### src/rtl/ieee_float_pkg.sv
// Shared floating-point types: rounding modes and normalizer state.
// Helper packs the {guard, sticky} pair consumed by float_rounder.
package ieee_float_pkg;

  typedef enum logic [2:0] {
    RNE = 3'd0,
    RTZ = 3'd1,
    RDN = 3'd2,
    RUP = 3'd3,
    RMM = 3'd4
  } round_mode_t;

  typedef enum logic [2:0] {
    IDLE,
    LSHIFT,
    RSHIFT,
    ZERO,
    DONE
  } norm_state_t;

  function automatic logic [1:0] pack_gs(
    input logic guard,
    input logic low_or,
    input logic acc
  );
    return {guard, low_or | acc};
  endfunction

endpackage

### src/rtl/float_normalizer.sv
// Bit-serial normalizer: left-shifts out leading zeros or right-shifts
// to denormalize below EMIN, feeding float_rounder.
module float_normalizer
  import ieee_float_pkg::*;
#(
  parameter int N    = 4,
  parameter int W    = 8,
  parameter int EW   = 6,
  parameter int EMIN = 1
) (
  input  logic                 clock,
  input  logic                 reset_n,
  input  logic                 valid_i,
  output logic                 ready_o,
  input  logic                 sign_i,
  input  logic signed [EW-1:0] exp_i,
  input  logic [W-1:0]         mant_i,
  input  round_mode_t          round_mode_i,
  output logic                 valid_o,
  input  logic                 ready_i,
  output logic                 sign_o,
  output logic signed [EW-1:0] exp_o,
  output logic [N-1:0]         A_o,
  output logic [1:0]           sticky_o,
  output round_mode_t          round_mode_o
);

  localparam logic signed [EW-1:0] EMIN_E = EW'(EMIN);
  localparam logic signed [EW-1:0] ONE_E  = EW'(1);

  norm_state_t          state;
  logic [W-1:0]         mant;
  logic [W-1:0]         mant_rs;
  logic signed [EW-1:0] exp_r;
  logic                 sticky_acc;
  logic                 sign_r;
  round_mode_t          rm_r;

  assign mant_rs = mant >> 1;

  always_ff @(posedge clock) begin
    if (!reset_n) begin
      state      <= IDLE;
      mant       <= '0;
      exp_r      <= '0;
      sticky_acc <= 1'b0;
      sign_r     <= 1'b0;
      rm_r       <= RNE;
      valid_o    <= 1'b0;
      ready_o    <= 1'b1;
    end else begin
      unique case (state)
        IDLE: begin
          if (valid_i && ready_o) begin
            sign_r     <= sign_i;
            exp_r      <= exp_i;
            mant       <= mant_i;
            rm_r       <= round_mode_i;
            sticky_acc <= 1'b0;
            ready_o    <= 1'b0;
            if (mant_i == '0)
              state <= ZERO;
            else if (exp_i < EMIN_E)
              state <= RSHIFT;
            else
              state <= LSHIFT;
          end
        end
        LSHIFT: begin
          if (mant[W-1] || exp_r == EMIN_E) begin
            state   <= DONE;
            valid_o <= 1'b1;
          end else begin
            mant  <= mant << 1;
            exp_r <= exp_r - ONE_E;
          end
        end
        RSHIFT: begin
          if (exp_r == EMIN_E) begin
            state   <= DONE;
            valid_o <= 1'b1;
          end else begin
            sticky_acc <= sticky_acc | mant[0];
            mant       <= mant_rs;
            // all significant bits gone: nothing left to denormalize
            if (mant_rs == '0) begin
              exp_r   <= EMIN_E;
              state   <= DONE;
              valid_o <= 1'b1;
            end else begin
              exp_r <= exp_r + ONE_E;
            end
          end
        end
        ZERO: begin
          exp_r      <= EMIN_E;
          sticky_acc <= 1'b0;
          state      <= DONE;
          valid_o    <= 1'b1;
        end
        DONE: begin
          if (ready_i) begin
            state   <= IDLE;
            valid_o <= 1'b0;
            ready_o <= 1'b1;
          end
        end
        default: state <= IDLE;
      endcase
    end
  end

  assign A_o          = mant[W-1 -: N];
  assign sticky_o     = pack_gs(mant[W-N-1], |mant[W-N-2:0], sticky_acc);
  assign exp_o        = exp_r;
  assign sign_o       = sign_r;
  assign round_mode_o = rm_r;

endmodule

### config.mk
export PLATFORM = sky130hd
export DESIGN_NAME = float_normalizer
export DESIGN_NICKNAME = d
export VERILOG_FILES = /design/src/rtl/ieee_float_pkg.sv /design/src/rtl/float_normalizer.sv
export SDC_FILE = /design/constraint.sdc
export NUM_CORES = 1
export LEC_CHECK = 0
export CORE_MARGIN = 8
export CORE_UTILIZATION = 40
export CTS_BUF_LIST = sky130_fd_sc_hd__clkbuf_8
export DETAILED_ROUTE_END_ITERATION = 16
export HOLD_SLACK_MARGIN = 0.05
export PLACE_DENSITY = 0.67
export SLEW_MARGIN = 20
export SYNTH_ARGS = -nofsm -noshare
export SYNTH_HDL_FRONTEND = slang
export SYNTH_SLANG_ARGS = --single-unit
### constraint.sdc
create_clock -name clock -period 3.67 [get_ports clock]
set_input_delay 0.367 -clock clock [delete_from_list [all_inputs] [get_ports clock]]
set_output_delay 0.367 -clock clock [all_outputs]
set_load 0.01 [all_outputs]
==> results.sh <==
export IMPL_hold_end="valid_o"
export IMPL_gr_usage_met1=0.204
export IMPL_antenna_cells=0
export IMPL_fin_crit_sh=0.632
export IMPL_synth_largest_area_cell="dfxtp_1"
export IMPL_hold_viol=0
export IMPL_die_h_um=80.7
export IMPL_drt_initial_drc_count=206
export IMPL_slew_viol_final=0
export IMPL_cts_max_level=1
export IMPL_post_cts_buffers=0
export IMPL_cts_sinks=24
export IMPL_power_density_nw_per_um2=517
export IMPL_globalplace_congestion=0.798
export IMPL_critPathCaptureType="register"
export IMPL_hold_depth=2
export IMPL_cts_hold_buf=0
export IMPL_grt_busiest_layer="met2"
export IMPL_cts_tree="done"
export IMPL_rows=23
export IMPL_cts_resized_gates=0
export IMPL_syn2layout_area_growth_pct=26.2
export IMPL_avgRoutedWirePerCell_um=16.0
export IMPL_nets=275
export IMPL_grt_max_degree=32
export IMPL_grt_overflow_total=0
export IMPL_use_met2=0.241
export IMPL_wl_um=4770
export IMPL_synthesis_area_um2=1670
export IMPL_ir_worst_vdd_uv=314
export IMPL_status="finished clean"
export IMPL_syn_avg_cell_area_um2=7.54
export IMPL_skew_ps=3.54
export IMPL_io_buffers=39
export IMPL_cts_root_buf="clkbuf_8"
export IMPL_crit_required_ps=3830
export IMPL_critical_path_top_delay_family="flip-flops"
export IMPL_grt_pass1_wl_um=8060
export IMPL_use_met3=0.0167
export IMPL_fmax_mhz=431
export IMPL_die_w_um=80.7
export IMPL_synth_warnings=0
export IMPL_drive_gt1_frac=0.0562
export IMPL_yosysSeqAreaShare=0.287
export IMPL_criticalPathCategory="register to register"
export IMPL_antenna_found_initial=0
export IMPL_min_path_type="register to register"
export IMPL_start_util=0.416
export IMPL_grt_util_all_layers=0.149
export IMPL_timing_slew_headroom=0.464
export IMPL_cts_buffer_depth=2
export IMPL_hp_start="valid_o"
export IMPL_critPathMaxFanout=26
export IMPL_async_flop_share=0
export IMPL_tightest_slew_ps=804
export IMPL_clk_latency_ps=270
export IMPL_hold_slack_ps=472
export IMPL_crit_buf_inv=0
export IMPL_synth_edff_count=0
export IMPL_crit_cells=5
export IMPL_cp_start_kind="register"
export IMPL_core_area_um2=4030
export IMPL_syn_inst=222
export IMPL_drc=0
export IMPL_cap_violations=0
export IMPL_drt_pass1_iterations=5
export IMPL_syn_nets=247
export IMPL_cts_buffers=3
export IMPL_synth_most_common_cell="a21oi_1"
export IMPL_rsz0062_at_grt="false"
export IMPL_die_area_um2=6510
export IMPL_clkTransAtPathRegs_ps=90
export IMPL_fin_setup_tns_ps=0
export IMPL_p_leak_nw=0.749
export IMPL_hpwl_um=3460
export IMPL_r2r_start="state[0]"
export IMPL_synthFlopType="dfxtp_1"
export IMPL_slowest_delay_ps=850
export IMPL_crit_arrival_ps=2480
export IMPL_path_cells="nand4bb_1, a21boi_0, a21o_1, or2_0, o21ai_0"
export IMPL_antenna_left=0
export IMPL_synth_area_leaders="dfxtp_1 29%, a21oi_1 7.5%, o21ai_0 5.4%"
export IMPL_io_pins=40
export IMPL_ys_types=53
export IMPL_ys_ff_latch=24
export IMPL_reg2reg_depth=5
export IMPL_r2r_end="exp_o[5]"
export IMPL_yosys_top_cells_count="25 x a21oi_1, 24 x dfxtp_1, 20 x nand2_1, 18 x o21ai_0, 12 x nor2_1"
export IMPL_worst_r2r_setup_slack_ps=1350
export IMPL_grt_pass1_vias=1690
export IMPL_cp_slowest_cell="dfxtp_1"
export IMPL_synth_top_area_share=0.287
export IMPL_fillCellCount=414
export IMPL_fin_crit_ps=2320
export IMPL_vias=1735
export IMPL_routed_via_density=5.80
export IMPL_finalSetupViolCount=0
[worst max-delay path by stage]
stage	end	start
2_1_floorplan	exp_o[4]	exp_o[2]
3_3_place_gp	exp_o[4]	valid_i
3_5_place_dp	exp_o[5]	valid_i
4_1_cts	exp_o[5]	state[0]
5_1_grt	exp_o[2]	state[0]
6_report	exp_o[5]	state[0]
[layout make-up]
cell class	count	area [µm²]	area share
well taps	50	62.6	0.0296
repair buffers	42	413	0.195
inverters	6	22.5	0.0107
clock inverters	1	30.0	0.0142
multi-input cells	173	1060	0.503
flip-flops and latches	24	480	0.227
clock buffers	3	41.3	0.0195
[kinds of logic after synthesis]
group | share of synthesized area
fa+ha+maj | 0.0224
buf+inv | 0.0777
compound gates | 0.321
flops | 0.287
xor+xnor | 0.0209
mux | 0.0120
simple gates | 0.259
[flip-flops by register name, indices dropped and copies added (netlist names)]
register      count
valid_o           1
round_mode_o      3
sticky_acc        1
state             3
ready_o           1
sign_o            1
mant              8
exp_o             6
[through the flow]
step                setup slack (ps)  cells  power [mW]  utilization  cell area [µm²]
floorplan                       2030    222       0.700            -             1670
global placement                1420    295       0.858        0.507             2040
detailed placement              1370    295       0.859        0.507             2040
CTS                             1400    299        1.10        0.525             2110
global route                    1140    299        1.17        0.525             2110
finish                          1350    299        1.09        0.525             2110
[worst min-delay path, stage by stage, from the launching register on]
cell and delay, ps:
dfxtp_1 320, nand2_1 50, a21oi_1 60
[routing by layer]
metal / wire length [µm] / vias to the layer above
met5: 0 / -
met4: 38 / 0
met3: 304 / 4
met2: 2240 / 63
met1: 2190 / 794
li1: - / 874
[power by group]
part	switching (mW)	internal, mW
Clock	0.0900	0.146
Combinational	0.241	0.226
Sequential	0.0819	0.308
[cell usage in the layout (no fill, tap or decap), types with 2 or more instances in the layout]
master and n:
o311ai_0 4, mux2i_1 2, a22oi_1 2, buf_4 3, o31ai_1 4, nor2_1 12
nor3b_1 2, nor3_1 5, o22ai_1 5, inv_1 5, nor4_1 3, a21oi_1 25
nand2_1 20, o21ai_0 18, nor4b_1 2, clkdlybuf4s50_1 39, dfxtp_1 24, nand3_1 11
ha_1 3, o211ai_1 6, clkbuf_8 3, xor2_1 3, and2b_1 4, o21a_1 2
nand2b_1 8, nor2b_1 4, a31oi_1 5
(Power assumes the default switching activity.)
==> RTL change 1: new RTL, same flow settings <==
`W`: 8 -> 9.
--- a/src/rtl/float_normalizer.sv
+++ b/src/rtl/float_normalizer.sv
@@ -4,7 +4,7 @@
   import ieee_float_pkg::*;
 #(
   parameter int N    = 4,
-  parameter int W    = 8,
+  parameter int W    = 9,
   parameter int EW   = 6,
   parameter int EMIN = 1
 ) (
Interface: changed (resized mant_i); port bits go from 40 to 41. No check against the original RTL was run, so the function may have changed too.
==> RTL change 1 against the original RTL <==
  * Synthesized area grew 12%
  * Critical endpoint is now mant[2]$_SDFFE_PN0P_
  * Design area grew 6.0%
  * Total power grew 0.18%
  * Sequential cell count grew 1
  * Non-clock buffer count is the same
  * Setup slack gained 84 ps
  * Sequential share of layout area shrank 0.33 points
  * Wire length grew 5.3%
  * Via count grew 6.1%
  * Critical path type unchanged
==> RTL change 1: results (changes against the original RTL) <==
[outcome]
outcome = finished, final reports clean

[cells_and_area]
nets = 294  ; +6.9%
drive_gt1_frac = 0.0712  ; +0.0149
largest_reg_flops = 9  ; +1

[synth]
ys_top_cells_by_count = nor2_1 (30), dfxtp_1 (25), nand2_1 (22)
syn_nets = 270  ; +9.3%
ys.flop_type = dfxtp_1
synthArstFlopShare = 0  ; unchanged
seq_area_frac_synth = 0.267  ; -0.0196
yosysWarningCount = 0  ; unchanged
synth.area.top_cells = dfxtp_1 (27%), nor2_1 (6.0%), a21oi_1 (5.1%), buf_4 (4.4%), nand2_1 (4.4%)

[route]
wirelength_um = 5020  ; +5.3%
first_iter_violations = 142  ; -31%
wl_met3_um = 287  ; -5.6%
first_pass_iters = 4  ; -1
drt-met1-wl_um = 2350  ; +7.6%
vias_per_cell = 5.73  ; -1.2%
dr.max_layer_used = met4
wl_met2_um = 2310  ; +2.8%

[grt]
grt_max_degree = 44  ; +38%
use_met1 = 0.191  ; -0.0128
grtUsageMet2 = 0.226  ; -0.0157
grt_usage = 0.143  ; -0.00552
grt_pass1_vias = 1793  ; +6.1%
use_met3 = 0.0215  ; +0.00472
grt_pass1_wl_um = 8650  ; +7.3%

[power_and_ir_drop]
comb_power_uw = 513  ; +9.6%
vdd.ir_drop.worst_uv = 221  ; -30%
internal_power_uw = 643  ; -5.4%
leakagePower_nw = 0.772  ; +3.0%
pwr-share-seq = 0.379  ; +0.023

[setup_path]
path_max_fanout = 18  ; -31%
cpLargestDelayFamily = compound AO/OA/AOI/OAI gates
critPathArrivalTime_ps = 2380  ; -100 ps
critPathMaxStageDelay_ps = 840
slowest_stage = dfxtp_1

[place]
pre_cts_slack_ps = 1350  ; -16.2 ps
io_buffers = 40  ; +2.6%
dpl.hpwl_um = 3530  ; +2.1%
place.gp.congestion = 0.848  ; +6.3%

[clocking]
cts_setup_buffers = 0  ; unchanged
cts_buffers = 3  ; unchanged
root_buffer = clkbuf_8
clk_latency_ps = 270  ; about the same
h-tree-depth = 1  ; unchanged
cts_max_path_buffers = 2  ; unchanged
cts-resized-gates = 0  ; unchanged

[worst_hold_path]
min_path_type = reg -> reg

[timing]
relSlewSlack = 0.473  ; +0.00982
skew_ps = 3.79  ; +0.248 ps

[RTL change 1: cell types whose count changed in the layout (fill, tap and decap cells not counted), sizes merged, moves of 3 or more]
cell    unedited run  this run
nor3               5        14
a211oi             1         6
a21oi             26        21
nor2b              4         7
o21ai             18        14
nand2b             9         5
nor2              12        31
o221ai             1         6
and2b              4         0
o22ai              6         1
o311ai             4         1
[RTL change 1: worst paths after layout]
| kind | start | endpoint | depth (start not counted) | slack [ps] |
|---|---|---|---|---|
| max | state[0]$_SDFFE_PN0P_ | mant[2]$_SDFFE_PN0P_ | 5 | 1430 |
| min | valid_o$_SDFFE_PN0P_ | valid_o$_SDFFE_PN0P_ | 2 | 460 |
| max reg2reg | state[0]$_SDFFE_PN0P_ | mant[2]$_SDFFE_PN0P_ | 5 | 1430 |
| min reg2reg | valid_o$_SDFFE_PN0P_ | valid_o$_SDFFE_PN0P_ | 2 | 460 |
[RTL change 1: through the flow]
stage	cells	total power [mW]	hold slack, ps	area [µm²]
detailed placement	317	0.932	448	2190
global placement	317	0.927	449	2190
floorplan	244	0.787	456	1870
finish	321	1.10	460	2240
CTS	321	1.10	467	2240
global route	321	1.18	510	2240
[RTL change 1: area by class of cell]
cell class                 instances  area (µm²)
fill                             469        2390
multi-input combinational        190        1190
sequential                        25         502
timing repair buffer              42         415
tap                               54        67.6
clock buffer                       3        41.3
inverter                           6        22.5
clock inverter                     1        3.75
[RTL change 1: logic make-up (layout without fill, tap and decap cells)]
kind of cell | after synthesis | after routing | share of synthesized area
mux | 4 | 4 | 0.0214
xor+xnor | 5 | 5 | 0.0234
fa+ha+maj | 3 | 3 | 0.0201
flops | 25 | 25 | 0.267
buf+inv | 29 | 52 | 0.0983
compound gates | 79 | 79 | 0.298
simple gates | 99 | 99 | 0.271
==> RTL change 2: new RTL, same settings <==
Made on the original files. Re-encode `norm_state_t` (5 states) as Gray code, 3 bits wide.
--- a/src/rtl/ieee_float_pkg.sv
+++ b/src/rtl/ieee_float_pkg.sv
@@ -11,11 +11,11 @@
   } round_mode_t;
 
   typedef enum logic [2:0] {
-    IDLE,
-    LSHIFT,
-    RSHIFT,
-    ZERO,
-    DONE
+    IDLE   = 3'b000,
+    LSHIFT = 3'b001,
+    RSHIFT = 3'b011,
+    ZERO   = 3'b010,
+    DONE   = 3'b110
   } norm_state_t;
 
   function automatic logic [1:0] pack_gs(
Check against the original RTL: same outputs for any inputs over 10 cycles, from zero or initial values and one cycle with reset_n low; not proved beyond that.
==> RTL change 2 against the original RTL <==
  * Critical path depth shrank 1
  * Hold slack gained 29 ps
  * Design area grew 0.53%
  * Sequential cell count is the same
  * First-iteration DRC count shrank 33%
  * Setup slack gained 250 ps
  * Synthesized area grew 1.7%
  * Fmax grew 12%
  * Wire length shrank 1.3%
  * Highest routed layer unchanged
  * Largest cell class unchanged
Power is not compared: it rests on default switching activity, and its combinational part moved more than twofold at a synthesized area within 25%.
==> RTL change 2: results (changes against the original RTL) <==
[cells_and_area]
drive_gt1_frac = 0.0596  ; +0.00335
largest_reg_flops = 8  ; unchanged
nFillCells = 382  ; -7.7%
regMostFlops = mant
nets = 261  ; -5.1%

[clocking]
cts_setup_buffers = 0  ; unchanged
cts_tree = built

[synth]
ys_top_cells_by_count = nand2_1 (29), dfxtp_1 (24), mux2i_1 (18)
syn_nets = 232  ; -6.1%
synth_compound_area_frac = 0.217  ; -0.104
synth.area.top_cells = dfxtp_1 (28%), mux2i_1 (11%), nand2_1 (6.4%), buf_4 (3.5%), o211ai_1 (3.1%)
seq_area_frac_synth = 0.282  ; -0.00485
synth_cells = 207  ; -6.8%
synthMuxAreaShare = 0.112  ; +0.100
synthAdderAreaFrac = 0.0220  ; -0.000379
ys_types = 49  ; -7.5%
synth_xor_area_frac = 0.0154  ; -0.00550

[route]
vias_per_cell = 5.70  ; -1.8%
dr_total_vias = 1624  ; -6.4%
wl_per_cell_um = 16.5  ; +3.5%
first_pass_iters = 4  ; -1
first_iter_violations = 139  ; -33%

[setup_path]
critPathArrivalTime_ps = 2260  ; -220 ps
cpLargestDelayFamily = compound AO/OA/AOI/OAI gates
rr_worst_depth = 4  ; -1
path_max_fanout = 14  ; -46%
reg2reg_slack_ps = 1600  ; +250 ps
critPathMaxStageDelay_ps = 640  ; -210 ps

[place]
dp.cells = 281  ; -4.7%
placed_cell_area_um2 = 2050  ; +0.55%
place.gp.congestion = 0.818  ; +2.6%
pre_cts_slack_ps = 1510  ; +139 ps
dpl.hpwl_um = 3480  ; +0.44%

[power_and_ir_drop]
powerSeq_uw = 526
pwr-share-seq = 0.305

[grt]
antenna_found_initial = 0  ; unchanged
grt_pass1_vias = 1658  ; -1.9%
grt_max_degree = 26  ; -19%
grt_pass1_wl_um = 8150  ; +1.1%
grt_usage = 0.153  ; +0.00462

[outcome]
outcome = finished, final reports clean

[timing]
min_period_over_period = 0.565  ; -0.0673
skew_ps = 5.46  ; +1.92 ps
tightest_slew_ps = 935  ; +131 ps

==> RTL change 2: changes by cell type in the layout (fill, tap and decap cells not counted), moves of 5 or more <==
cell and delta:
mux2i_1 +16, a21oi_1 -18, nand3_1 -5, o21ai_0 -8, nand2_1 +9
==> RTL change 2: worst min-delay path: cells and delay by family, from the launching register on <==
| kind | cells | cell delay [ps] |
|---|---|---|
| flops | 1 | 340 |
| simple gates | 1 | 70 |
| mux | 1 | 60 |
==> RTL change 2: layer usage <==
metal,up-vias,part of all wire,track usage
li1,806,-,-
met1,749,0.46,0.200
met2,64,0.45,0.241
met3,5,0.086,0.0353
met4,0,0.012,0.0571
met5,-,0,0
==> RTL change 2: kinds of logic after synthesis <==
kind of cell,after synthesis
compound gates,51
xor+xnor,3
fa+ha+maj,3
mux,19
buf+inv,22
flops,24
simple gates,85
==> RTL change 2: how the worst min path moves through the flow <==
stage	depth (start not counted)	startpoint	endpoint	slack [ps]
2_1_floorplan	2	mant[0]$_SDFFE_PN0P_	mant[0]$_SDFFE_PN0P_	460
3_3_place_gp	2	valid_o$_SDFFE_PN0P_	valid_o$_SDFFE_PN0P_	470
3_5_place_dp	2	valid_o$_SDFFE_PN0P_	valid_o$_SDFFE_PN0P_	490
4_1_cts	2	valid_o$_SDFFE_PN0P_	valid_o$_SDFFE_PN0P_	500
5_1_grt	2	valid_o$_SDFFE_PN0P_	valid_o$_SDFFE_PN0P_	540
6_report	2	round_mode_o[0]$_SDFFE_PN0P_	round_mode_o[0]$_SDFFE_PN0P_	500
==> RTL change 2: area by class of cell <==
cell class,instances,area [µm²],share of cell area
flip-flops and latches,24,480,0.226
clock buffers,3,41.3,0.0194
well taps,50,62.6,0.0294
repair buffers,42,413,0.194
inverters,4,15.0,0.00707
multi-input cells,161,1080,0.509
clock inverters,1,30.0,0.0141
